[config.mk]
export PLATFORM = sky130hd
export DESIGN_NAME = ab_pair_serializer
export DESIGN_NICKNAME = d
export VERILOG_FILES = /design/src/rtl/ab_pair_serializer.sv
export SDC_FILE = /design/constraint.sdc
export NUM_CORES = 1
export LEC_CHECK = 0
export ABC_CLOCK_PERIOD_IN_PS = 2700
export BUFFER_PORTS_ARGS = -buffer_cell sky130_fd_sc_hd__buf_4
export CAP_MARGIN = 30
export CORE_ASPECT_RATIO = 0.5
export CORE_MARGIN = 4
export CORE_UTILIZATION = 58
export DETAILED_ROUTE_END_ITERATION = 12
export PLACE_DENSITY_LB_ADDON = 0.3
export SETUP_SLACK_MARGIN = 0.5
export SLEW_MARGIN = 25
export SYNTH_ARGS = -nofsm -noshare
export SYNTH_HDL_FRONTEND = slang
export SYNTH_SLANG_ARGS = --single-unit
[constraint.sdc]
create_clock -name clk -period 2.7 [get_ports clk]
set_clock_uncertainty 0.2 [all_clocks]
set_input_delay 0.54 -clock clk [delete_from_list [all_inputs] [get_ports clk]]
set_output_delay 0.54 -clock clk [all_outputs]
set_load 0.05 [all_outputs]
[src/rtl/ab_pair_serializer.sv]
// Wide-word to {a,b} pair serializer: captures up to NUM_PAIRS packed pairs per
// transfer and emits one registered pair per valid/ready beat.
module ab_pair_serializer #(
  parameter int FIELD_W     = 8,
  parameter int NUM_PAIRS   = 4,
  parameter int MSB_FIRST   = 0,
  parameter int SWAP_FIELDS = 0,
  localparam int PAIR_W     = 2 * FIELD_W,
  localparam int DATA_W     = NUM_PAIRS * PAIR_W,
  localparam int CNT_W      = $clog2(NUM_PAIRS + 1),
  localparam int IDX_W      = $clog2(NUM_PAIRS)
) (
  input  logic               clk,
  input  logic               rst_n,
  input  logic               in_valid,
  output logic               in_ready,
  input  logic [DATA_W-1:0]  in_data,
  input  logic [CNT_W-1:0]   in_count,
  output logic               out_valid,
  input  logic               out_ready,
  output logic [FIELD_W-1:0] out_a,
  output logic [FIELD_W-1:0] out_b,
  output logic [IDX_W-1:0]   out_idx,
  output logic               out_last,
  output logic [7:0]         err_cnt,
  output logic               dbg_state
);

  // Handshake: a transfer moves on any rising edge where valid & ready are both
  // high; valid never waits on ready, and a presented beat holds until taken.
  typedef enum logic {IDLE = 1'b0, SEND = 1'b1} state_e;

  state_e             state_q, state_d;
  logic [DATA_W-1:0]  hold_q, hold_d;
  logic [IDX_W-1:0]   idx_q, idx_d;
  logic [IDX_W-1:0]   last_idx_q, last_idx_d;
  logic [FIELD_W-1:0] out_a_q, out_a_d;
  logic [FIELD_W-1:0] out_b_q, out_b_d;
  logic               out_last_q, out_last_d;
  logic [7:0]         err_q, err_d;

  logic               accept;
  logic               beat;
  logic               over_range;
  logic [CNT_W-1:0]   n_eff;
  logic [IDX_W-1:0]   first_idx;
  logic [IDX_W-1:0]   step_idx;

  function automatic logic [PAIR_W-1:0] pick(input logic [DATA_W-1:0] w,
                                             input logic [IDX_W-1:0]  i);
    return w[int'(i)*PAIR_W +: PAIR_W];
  endfunction

  // Returns {out_a, out_b} for a packed {a, b} pair.
  function automatic logic [PAIR_W-1:0] order(input logic [PAIR_W-1:0] p);
    if (SWAP_FIELDS != 0) return {p[FIELD_W-1:0], p[PAIR_W-1:FIELD_W]};
    else                  return p;
  endfunction

  assign out_valid = (state_q == SEND);
  assign in_ready  = (state_q == IDLE) | (out_valid & out_ready & out_last_q);
  assign accept    = in_valid & in_ready;
  assign beat      = out_valid & out_ready;

  assign over_range = (in_count > CNT_W'(NUM_PAIRS));
  assign n_eff      = over_range ? CNT_W'(NUM_PAIRS) : in_count;
  assign first_idx  = (MSB_FIRST != 0) ? IDX_W'(n_eff - CNT_W'(1)) : '0;
  assign step_idx   = (MSB_FIRST != 0) ? (idx_q - IDX_W'(1)) : (idx_q + IDX_W'(1));

  always_comb begin
    state_d    = state_q;
    hold_d     = hold_q;
    idx_d      = idx_q;
    last_idx_d = last_idx_q;
    out_a_d    = out_a_q;
    out_b_d    = out_b_q;
    out_last_d = out_last_q;
    err_d      = err_q;

    if (accept) begin
      hold_d = in_data;
      if (over_range && (err_q != 8'hFF)) err_d = err_q + 8'd1;
      if (n_eff == '0) begin
        state_d    = IDLE;
        out_last_d = 1'b0;
      end else begin
        // First beat decodes straight from in_data; hold_q is not loaded yet.
        state_d              = SEND;
        idx_d                = first_idx;
        last_idx_d           = (MSB_FIRST != 0) ? '0 : IDX_W'(n_eff - CNT_W'(1));
        {out_a_d, out_b_d}   = order(pick(in_data, first_idx));
        out_last_d           = (n_eff == CNT_W'(1));
      end
    end else if (beat) begin
      if (out_last_q) begin
        state_d    = IDLE;
        out_last_d = 1'b0;
      end else begin
        idx_d              = step_idx;
        {out_a_d, out_b_d} = order(pick(hold_q, step_idx));
        out_last_d         = (step_idx == last_idx_q);
      end
    end
  end

  always_ff @(posedge clk or negedge rst_n) begin
    if (!rst_n) begin
      state_q    <= IDLE;
      hold_q     <= '0;
      idx_q      <= '0;
      last_idx_q <= '0;
      out_a_q    <= '0;
      out_b_q    <= '0;
      out_last_q <= 1'b0;
      err_q      <= 8'd0;
    end else begin
      state_q    <= state_d;
      hold_q     <= hold_d;
      idx_q      <= idx_d;
      last_idx_q <= last_idx_d;
      out_a_q    <= out_a_d;
      out_b_q    <= out_b_d;
      out_last_q <= out_last_d;
      err_q      <= err_d;
    end
  end

  assign out_a     = out_a_q;
  assign out_b     = out_b_q;
  assign out_idx   = idx_q;
  assign out_last  = out_last_q;
  assign err_cnt   = err_q;
  assign dbg_state = (state_q == SEND);

endmodule

==> metrics.txt, run 1 <==
outcome finished, final reports clean; Reg power frac 38.0%; # DRC 0; die footprint 9380 sq um; Hold Crit Class input port to flip-flop; Layout area overhead 23.74%; WL final 10.89 mm; asr flop ratio synth 100.0%; total gr overflow 0; top_reg_cell synth dfrtp_1; post-synthesis instance total 463; Max Clk Rate 482.5 MHz; crit-path max FO 9; total number of vias 3,630; Sink Count 94; commonest non-fill, non-tap cell in the layout nand2_1; Final ANT Viol Nets 0; Period Utilization, post-route 76.77%; CTS max path bufs 2; clock power share 17.2%; global-route wire length before repair 17.78 mm; Internal Power 3.893 mW; die outline width 133.0 um; Seq/Total Area, Yosys 51.89%; critical path required time 1.96 ns; Setup Viol. Count Final 0; Final Hold Vio Count 0; Pleak 2.817 nW; Die Span Y 70.52 um; Net Sw Frac 41.65%; total power divided by cell area 1189 nW/um^2; Setup TNS Final 0 ns; min Tclk post-route 2.073 ns; NetSw 2.779 mW; vias in the first global route 3,483; n_diodes 0; Mapped Area 4533 sq um; area of the core 7460 sq um; largest net degree at the start of global routing 66; Synth Warn # 0; CTS H-tree depth 3; Worst Path Class, Setup flip-flop to primary output; Synth Net Count 537; Seq cells post-synth 94; Layout Nets 631; Critical Path Source Type flip-flop; Clock Pin Slew Worst Setup and Hold Paths 0.06 ns; Via-to-Cell Ratio 5.418; I/O pin count 101; post-synthesis cell type count 44; Design Power 6.672 mW; Final Wtd Congestion 0.8539; drt first pass iters 5; Slew @ Worst Pin 0.4745 ns; drt first-iter violations 393; worst vdd ir 0.6093 mV; number of port buffers 100; average cell area after synthesis 9.791 sq um; crit path DAT 1.33 ns; number of flops mapped to enable cells by yosys 0; DR WL/cell 16.26 um; fraction of layout instances using a drive strength above 1 27.40%; most frequent cells in the layout nand2_1, buf_4, dfrtp_1; initial antenna violation count 0; Starting Density 60.77%; FP Rows 22; setup bufs post-CTS 0; worst skew pair latency 0.35 ns; CTS tree done; HPWL after detailed placement 7.597 mm; crit end category primary output; cts bufs inserted 9; unrepaired setup endpoints after global routing false; Total GRT Usage 24.38%; max cap viols 0; Root Buffer clkbuf_16; Pins Over Slew Limit 0; Gate power share 44.8%; relative slew slack 68.04%
[metrics by stage]
| stage | util, % | hold slack (ns) | setup slack (ns) | instances | area, sq um |
|---|---|---|---|---|---|
| 6_report | 75.19 | 0.1813 | 0.6273 | 670 | 5609 |
| 3_3_place_gp | 71.52 | 0.2520 | 0.4781 | 653 | 5335 |
| 2_1_floorplan | - | 0.04441 | 0.5559 | 463 | 4533 |
| 4_1_cts | 75.19 | 0.1826 | 0.6244 | 670 | 5609 |
| 5_1_grt | 75.19 | 0.1847 | 0.5803 | 670 | 5609 |
| 3_5_place_dp | 71.52 | 0.2597 | 0.4426 | 653 | 5335 |
[registers in the layout (all words and copies together), names as in the netlist]
register and flops:
last_idx_q 2, dbg_state 1, out_idx 2, hold_q 64, out_b 8, out_last 1
err_cnt 8, out_a 8
[what timing repair did]
| action | in CTS | in global routing |
|---|---|---|
| hold buffers | 1 | 0 |
| hold endpoints to repair | 34 | 0 |
| resized for setup | 1 | 0 |
| endpoints found under the setup margin | 1 | 0 |
[worst paths after layout]
| kind | depth (start not counted) | to | startpoint | slack [ns] |
|---|---|---|---|---|
| setup / recovery | 2 | in_ready | dbg_state | 0.63 |
| hold / removal | 3 | hold_q[17] | in_data[17] | 0.18 |
| setup reg to reg | 5 | out_a[4] | dbg_state | 0.69 |
| hold reg to reg | 2 | hold_q[36] | hold_q[36] | 0.27 |
| max in group asynchronous | 3 | out_idx[0] | rst_n | 1.12 |
| min in group asynchronous | 2 | err_cnt[5] | rst_n | 0.51 |
[logic make-up (layout without fill, tap and decap cells)]
logic type | after synthesis | count (layout) | share of synthesized area (%)
simple gates | 251 | 251 | 23.07
flops | 94 | 94 | 51.89
compound gates | 50 | 50 | 9.164
buf+inv | 30 | 129 | 4.609
mux | 27 | 27 | 8.887
xor+xnor | 8 | 8 | 1.546
fa+ha+maj | 3 | 3 | 0.8281
[worst max-delay path, stage by stage, from the launching register on]
cell	delay, ns
dfrtp_1	0.49
a21bo_4	0.30
buf_4	0.20
[Yosys cell counts (7+ instances only)]
| cell type | instances | area (sq um) |
|---|---|---|
| xnor2_1 | 7 | 61.31 |
| buf_4 | 9 | 67.56 |
| nand3_1 | 7 | 35.03 |
| a31oi_1 | 7 | 43.79 |
| mux4_2 | 9 | 202.7 |
| o21ai_0 | 8 | 40.04 |
| nand2_1 | 216 | 810.8 |
| a21oi_1 | 17 | 85.08 |
| buf_2 | 13 | 65.06 |
| dfrtp_1 | 94 | 2352 |
| mux2i_1 | 14 | 140.1 |
| nand3b_1 | 8 | 60.06 |
[routing by layer]
metal | share of wire [%] | global-route usage, %
met4 | 0.76 | 3.571
met2 | 47 | 37.47
met3 | 7.6 | 7.410
met1 | 45 | 35.41
met5 | 0 | 0
[power groups by stage]
stage          clock [mW]  combinational [mW]  sequential (mW)
2_1_floorplan           0                1.72             2.94
3_3_place_gp            0                2.89             2.51
3_5_place_dp            0                2.98             2.54
4_1_cts              1.15                3.01             2.53
5_1_grt              1.22                3.24             2.62
6_report             1.15                2.99             2.54
[final cells by class]
cell class / instances / area (sq um)
Sequential cell: 94 / 2354
Multi-Input combinational cell: 339 / 1973
Fill cell: 550 / 1851
Timing Repair Buffer: 112 / 880.8
Clock buffer: 15 / 257.7
Tap cell: 108 / 135.1
Clock inverter: 1 / 5.005
Inverter: 1 / 3.754
No activity file was read; power rests on OpenSTA's default activity.
==> inputs of run 2 (changes only) <==
--- a/config.mk
+++ b/config.mk
@@ -5,12 +5,12 @@
 export SDC_FILE = /design/constraint.sdc
 export NUM_CORES = 1
 export LEC_CHECK = 0
-export ABC_CLOCK_PERIOD_IN_PS = 2700
+export ABC_CLOCK_PERIOD_IN_PS = 1950
 export BUFFER_PORTS_ARGS = -buffer_cell sky130_fd_sc_hd__buf_4
 export CAP_MARGIN = 30
 export CORE_ASPECT_RATIO = 0.5
 export CORE_MARGIN = 4
-export CORE_UTILIZATION = 58
+export CORE_UTILIZATION = 54
 export DETAILED_ROUTE_END_ITERATION = 12
 export PLACE_DENSITY_LB_ADDON = 0.3
 export SETUP_SLACK_MARGIN = 0.5
==> constraint.sdc (replaced) <==
create_clock -name clk -period 1.95 [get_ports clk]
set_clock_uncertainty 0.2 [all_clocks]
set_input_delay 0.39 -clock clk [delete_from_list [all_inputs] [get_ports clk]]
set_output_delay 0.39 -clock clk [all_outputs]
set_load 0.05 [all_outputs]
==> metrics.txt, run 2 <==
Mapped Area 4533 sq um; HPWL after detailed placement 7.929 mm; top_reg_cell synth dfrtp_1; Log Error [ERROR GRT-0232] Routing congestion too high. Check the congestion heatmap in the GUI.; total gr overflow 65; initial antenna violation count 3; FP Rows 23; Seq cells post-synth 94; Synth Warn # 0; number of flops mapped to enable cells by yosys 0; Seq/Total Area, Yosys 51.89%; Total GRT Usage 71.96%; Synth area leaders dfrtp_1, nand2_1, mux4_2; cell taking the most area after synthesis dfrtp_1; Root Buffer clkbuf_16; number of port buffers 100; Sink Count 94; post-synthesis cell type count 44; post-synthesis instance total 463; CTS H-tree depth 3; Die Span Y 72.79 um; CTS max path bufs 2; asr flop ratio synth 100.0%; average cell area after synthesis 9.791 sq um; stage reached global routing; synth cell count leaders nand2_1, dfrtp_1, a21oi_1; share of the synthesized area in the top cell type 51.89%; worst endpoint type register input; Synth Net Count 537; Area after DPL 5532 sq um; count leader, synth nand2_1; largest net degree at the start of global routing 41; cts bufs inserted 9; I/O pin count 101; Final Wtd Congestion 0.8257; worst_ep grt out_b[7]$_DFFE_PN0P_/D; die outline width 137.6 um; outcome aborted with a tool error; Starting Density 56.06%
## run 2: cell counts after synthesis
No cell type changed its count.
## run 2: what timing repair did
item	in CTS
hold buffers	1
resized for setup	127
pin swaps	30
buffers inserted	40
setup endpoints to repair	123
cloned	13
endpoints found under the hold margin	21
## run 2: logic make-up after synthesis
family / share of synthesized area, %
xor+xnor: 1.546
compound gates: 9.164
simple gates: 23.07
mux: 8.887
buf+inv: 4.609
flops: 51.89
fa+ha+maj: 0.8281
## run 2: per-layer routing
| layer | GRT usage, % | overflow |
|---|---|---|
| met1 | 74.62 | 0 |
| met2 | 88.12 | 43 |
| met3 | 55.17 | 0 |
| met4 | 73.45 | 22 |
| met5 | 7.576 | 0 |
## run 2: metrics by stage
step                      std cells  worst slack, ns
after global placement          671         -0.08311
after detailed placement        671          -0.1511
after CTS                       741           0.1971
after floorplan                 463        -0.006852
==> inputs of run 3 (changes only) <==
--- a/config.mk
+++ b/config.mk
@@ -8,12 +8,10 @@
 export ABC_CLOCK_PERIOD_IN_PS = 1950
 export BUFFER_PORTS_ARGS = -buffer_cell sky130_fd_sc_hd__buf_4
 export CAP_MARGIN = 30
-export CORE_ASPECT_RATIO = 0.5
 export CORE_MARGIN = 4
-export CORE_UTILIZATION = 54
+export CORE_UTILIZATION = 40
 export DETAILED_ROUTE_END_ITERATION = 12
-export PLACE_DENSITY_LB_ADDON = 0.3
-export SETUP_SLACK_MARGIN = 0.5
+export PLACE_DENSITY_LB_ADDON = 0.15
 export SLEW_MARGIN = 25
 export SYNTH_ARGS = -nofsm -noshare
 export SYNTH_HDL_FRONTEND = slang
==> metrics.txt, run 3 (same netlist as run 1, synthesis figures left out) <==
r2r startpoint out_last; Internal Power 5.846 mW; hold path cells 3; drt first pass iters 4; Net Sw Frac 39.67%; DR WL/cell 15.18 um; hold path startpoint in_data[38]; NetSw 3.844 mW; WHS Endpoint hold_q[38]; min Tclk post-route 1.823 ns; Slew @ Worst Pin 0.4249 ns; Worst R2R Path Depth 5; WL final 10.81 mm; vias in the first global route 3,515; die outline width 114.5 um; worst flop-to-flop path endpoint out_b[1]; Period Utilization, post-route 93.48%; worst stage delay on the critical path 0.45 ns; worst skew pair latency 0.33 ns; setup bufs post-CTS 0; Layout Nets 641; Worst Path Class, Setup flip-flop to primary output; critical path required time 1.36 ns; Starting Density 41.27%; total number of vias 3,484; initial antenna violation count 0; Largest Register hold_q; area of the core 10,980 sq um; global-route wire length before repair 17.71 mm; n_diodes 0; Max Clk Rate 548.6 MHz; Critical Path Source Type flip-flop; Reg power frac 35.0%; post-route insts no fill 712; CTS tree done; crit-path max FO 6; Setup Viol. Count Final 0; Final ANT Viol Nets 0; FP Rows 38; Total GRT Usage 16.94%; fraction of layout instances using a drive strength above 1 29.90%; crit-path cells a21bo_4 > buf_4; Design Power 9.690 mW; unrepaired setup endpoints after global routing false; largest net degree at the start of global routing 51; CTS max path bufs 2; Sink Count 94; Pins Over Slew Limit 0; most frequent cells in the layout nand2_1, buf_4, dfrtp_1; Gate power share 44.8%; Root Buffer clkbuf_16; Pleak 2.931 nW; Die Span Y 114.5 um; total power divided by cell area 1646 nW/um^2; HPWL after detailed placement 7.680 mm; number of port buffers 100; drt first-iter violations 155; # DRC 0; post-route cell area 5888 sq um; outcome finished, final reports clean; r2r setup slk 0.17 ns; Layout area overhead 29.89%; I/O pin count 101; worst vdd ir 0.9781 mV; relative slew slack 71.37%; Final Wtd Congestion 0.7722; Final Hold Vio Count 0; CP max-delay cell dfrtp_2; clock power share 20.2%; cts bufs inserted 9; Clock Pin Slew Worst Setup and Hold Paths 0.07 ns; crit end category primary output; dpl cells 695; max cap viols 0; flip-flop count of the largest register after layout 64; Hold Crit Class input port to flip-flop; total gr overflow 0; die footprint 13,100 sq um; Via-to-Cell Ratio 4.893; commonest non-fill, non-tap cell in the layout nand2_1; Area after DPL 5544 sq um; CTS H-tree depth 3; crit path DAT 1.23 ns; post-layout util 53.61%
[run 3: worst max-delay path by stage]
| stage | from | slack (ns) | cells past startpoint | to |
|---|---|---|---|---|
| after detailed placement | in_count[2] | -0.04 | 9 | out_b[1] |
| after CTS | out_last | 0.12 | 2 | in_ready |
| after global placement | in_count[2] | -0.03 | 9 | out_a[3] |
| final | out_last | 0.13 | 2 | in_ready |
| after global routing | out_last | 0.06 | 5 | out_b[1] |
| after floorplan | in_count[2] | -0.007 | 10 | out_idx[0] |
[run 3: power by group through the flow]
stage	logic (mW)	registers, mW	clock network [mW]
floorplan	2.38	4.08	0
global placement	4.32	3.40	0
detailed placement	4.39	3.43	0
CTS	4.41	3.40	1.99
global route	4.73	3.50	2.06
finish	4.34	3.39	1.95
[run 3: worst max-delay path, delay by kind of cell (launching register included)]
kind                   cells  cell delay, ns
flip-flops                 1            0.45
buffers and inverters      1            0.20
AO/OA/AOI/OAI              1            0.26
[run 3: layout make-up]
cell class	count	area, sq um
fillers	1008	5095
flip-flops and latches	94	2356
multi-input cells	339	1976
well taps	140	175.2
clock buffers	12	256.5
clock inverters	4	77.57
inverters	1	3.754
repair buffers	122	1044
[run 3: metrics by stage]
step | TNS [ns] | hold slack, ns | setup WS [ns]
final | 0 | 0.04203 | 0.1272
after global routing | 0 | 0.04172 | 0.06439
after CTS | 0 | 0.03537 | 0.1213
after detailed placement | -0.5359 | 0.2027 | -0.04370
after global placement | -0.3530 | 0.1998 | -0.03268
after floorplan | -0.02493 | -0.1056 | -0.007110
[run 3: what timing repair did]
| item | CTS | global route |
|---|---|---|
| hold buffers | 1 | 0 |
| gates resized for setup | 0 | 0 |
| endpoints found under the hold margin | 94 | 0 |
[run 3: per-layer routing]
metal | vias up | GRT usage [%] | part of all wire [%]
met5 | - | 0 | 0
met2 | 81 | 25.34 | 45
met1 | 1656 | 25.42 | 49
met4 | 0 | 4.434 | 0.73
met3 | 8 | 3.066 | 5.5
li1 | 1739 | - | -
==> inputs of run 4 (changes only) <==
--- a/config.mk
+++ b/config.mk
@@ -6,7 +6,7 @@
 export NUM_CORES = 1
 export LEC_CHECK = 0
 export ABC_CLOCK_PERIOD_IN_PS = 1950
-export BUFFER_PORTS_ARGS = -buffer_cell sky130_fd_sc_hd__buf_4
+export BUFFER_PORTS_ARGS = -buffer_cell sky130_fd_sc_hd__buf_2
 export CAP_MARGIN = 30
 export CORE_MARGIN = 4
 export CORE_UTILIZATION = 40
==> metrics.txt, run 4 (same netlist as run 1, synthesis figures left out) <==
outcome finished, final reports clean; die outline width 114.5 um; Die Span Y 114.5 um; HPWL after detailed placement 7.436 mm; WL final 10.46 mm; die footprint 13,100 sq um; Worst Path Class, Setup flip-flop to primary output; Pleak 2.840 nW; CTS tree done; Total GRT Usage 17.15%; Hold Crit Class input port to flip-flop; post-route insts no fill 714; Sink Count 94; number of port buffers 100; Pins Over Slew Limit 0; initial antenna violation count 0; dpl cells 698; Root Buffer clkbuf_16; Clock Pin Slew Worst Setup and Hold Paths 0.06 ns; Final Hold Vio Count 0; I/O pin count 101; largest net degree at the start of global routing 95; total number of vias 3,451; Slew @ Worst Pin 0.5240 ns; Area after DPL 5269 sq um; Fill cells 1,069; area of the core 10,980 sq um; commonest non-fill, non-tap cell in the layout nand2_1; crit end category primary output; global-route wire length before repair 17.79 mm; max cap viols 0; Via-to-Cell Ratio 4.833; Final Wtd Congestion 0.7602; Setup Viol. Count Final 0; Final ANT Viol Nets 0; # DRC 0; Period Utilization, post-route 96.67%; Design Power 9.382 mW; critical path required time 1.36 ns; min Tclk post-route 1.885 ns; Layout area overhead 23.65%; drt first-iter violations 190; relative slew slack 65.07%; Critical Path Source Type flip-flop; Max Clk Rate 530.5 MHz; crit-path max FO 9; crit path DAT 1.30 ns; CTS H-tree depth 3; unrepaired setup endpoints after global routing false; n_diodes 0; flip-flop count of the largest register after layout 64; Largest Register hold_q; multi-input logic area 1976 sq um; Layout Nets 644; total power divided by cell area 1674 nW/um^2; Starting Density 41.27%; most frequent cells in the layout nand2_1, buf_2, dfrtp_1; fraction of layout instances using a drive strength above 1 30.14%; post-route cell area 5605 sq um; drt first pass iters 4; FF/Latch Area 2356 sq um; vias in the first global route 3,522; cts bufs inserted 9; Setup TNS Final 0 ns; total gr overflow 0; FP Rows 38; worst vdd ir 0.6513 mV; DR WL/cell 14.65 um; worst skew pair latency 0.33 ns; CTS max path bufs 2
## run 4: worst max-delay path, stage by stage (launching register included)
cell and delay, ns:
dfrtp_2 0.46, a21bo_4 0.25, clkbuf_4 0.25
## run 4: timing repair
action,4_1_cts,5_1_grt
endpoints found under the hold margin,94,0
resized for setup,0,1
hold buffers,1,0
setup buffers,0,0
setup endpoints to repair,0,1
## run 4: where the power goes
part | total [mW] | switching, mW | leakage, nW | internal (mW)
sequential | 3.37 | 0.533 | 1.16 | 2.84
combinational | 4.11 | 2.52 | 1.53 | 1.59
clock | 1.90 | 0.711 | 0.155 | 1.19
total | 9.38 | 3.76 | 2.84 | 5.62
## run 4: final timing paths
kind | cells after the start | end | startpoint | slack [ns]
worst max register to register | 5 | out_b[1] | dbg_state | 0.19
worst max-delay path | 2 | in_ready | dbg_state | 0.06
worst min register to register | 2 | hold_q[54] | hold_q[54] | 0.27
worst min-delay path | 3 | hold_q[27] | in_data[27] | 0.04
min in group asynchronous | 3 | err_cnt[3] | rst_n | 0.41
max in group asynchronous | 3 | hold_q[46] | rst_n | 0.70
## run 4: final cells by class
type / count / area share (%)
inverter: 1 / 0.06696
clock inverter: 3 / 1.205
clock buffer: 12 / 4.576
multi-input combinational: 339 / 35.25
sequential: 94 / 42.03
tap: 140 / 3.125
timing repair buffer: 125 / 13.75
## run 4: metal layers
metal,GRT usage (%),share of wire (%),vias up
li1,-,-,1737
met4,5.305,1.2,0
met1,25.98,49,1624
met5,0,0,-
met2,24.64,44,80
met3,3.541,5.2,10
## run 4: metrics by stage
step | util (%) | hold WS, ns | setup WS [ns]
2_1_floorplan | - | -0.1056 | -0.007110
3_3_place_gp | 47.97 | 0.2559 | -0.01086
3_5_place_dp | 47.97 | 0.2617 | -0.06671
4_1_cts | 51.01 | 0.02567 | 0.02011
5_1_grt | 51.04 | 0.04040 | 0.006084
6_report | 51.04 | 0.04168 | 0.06492
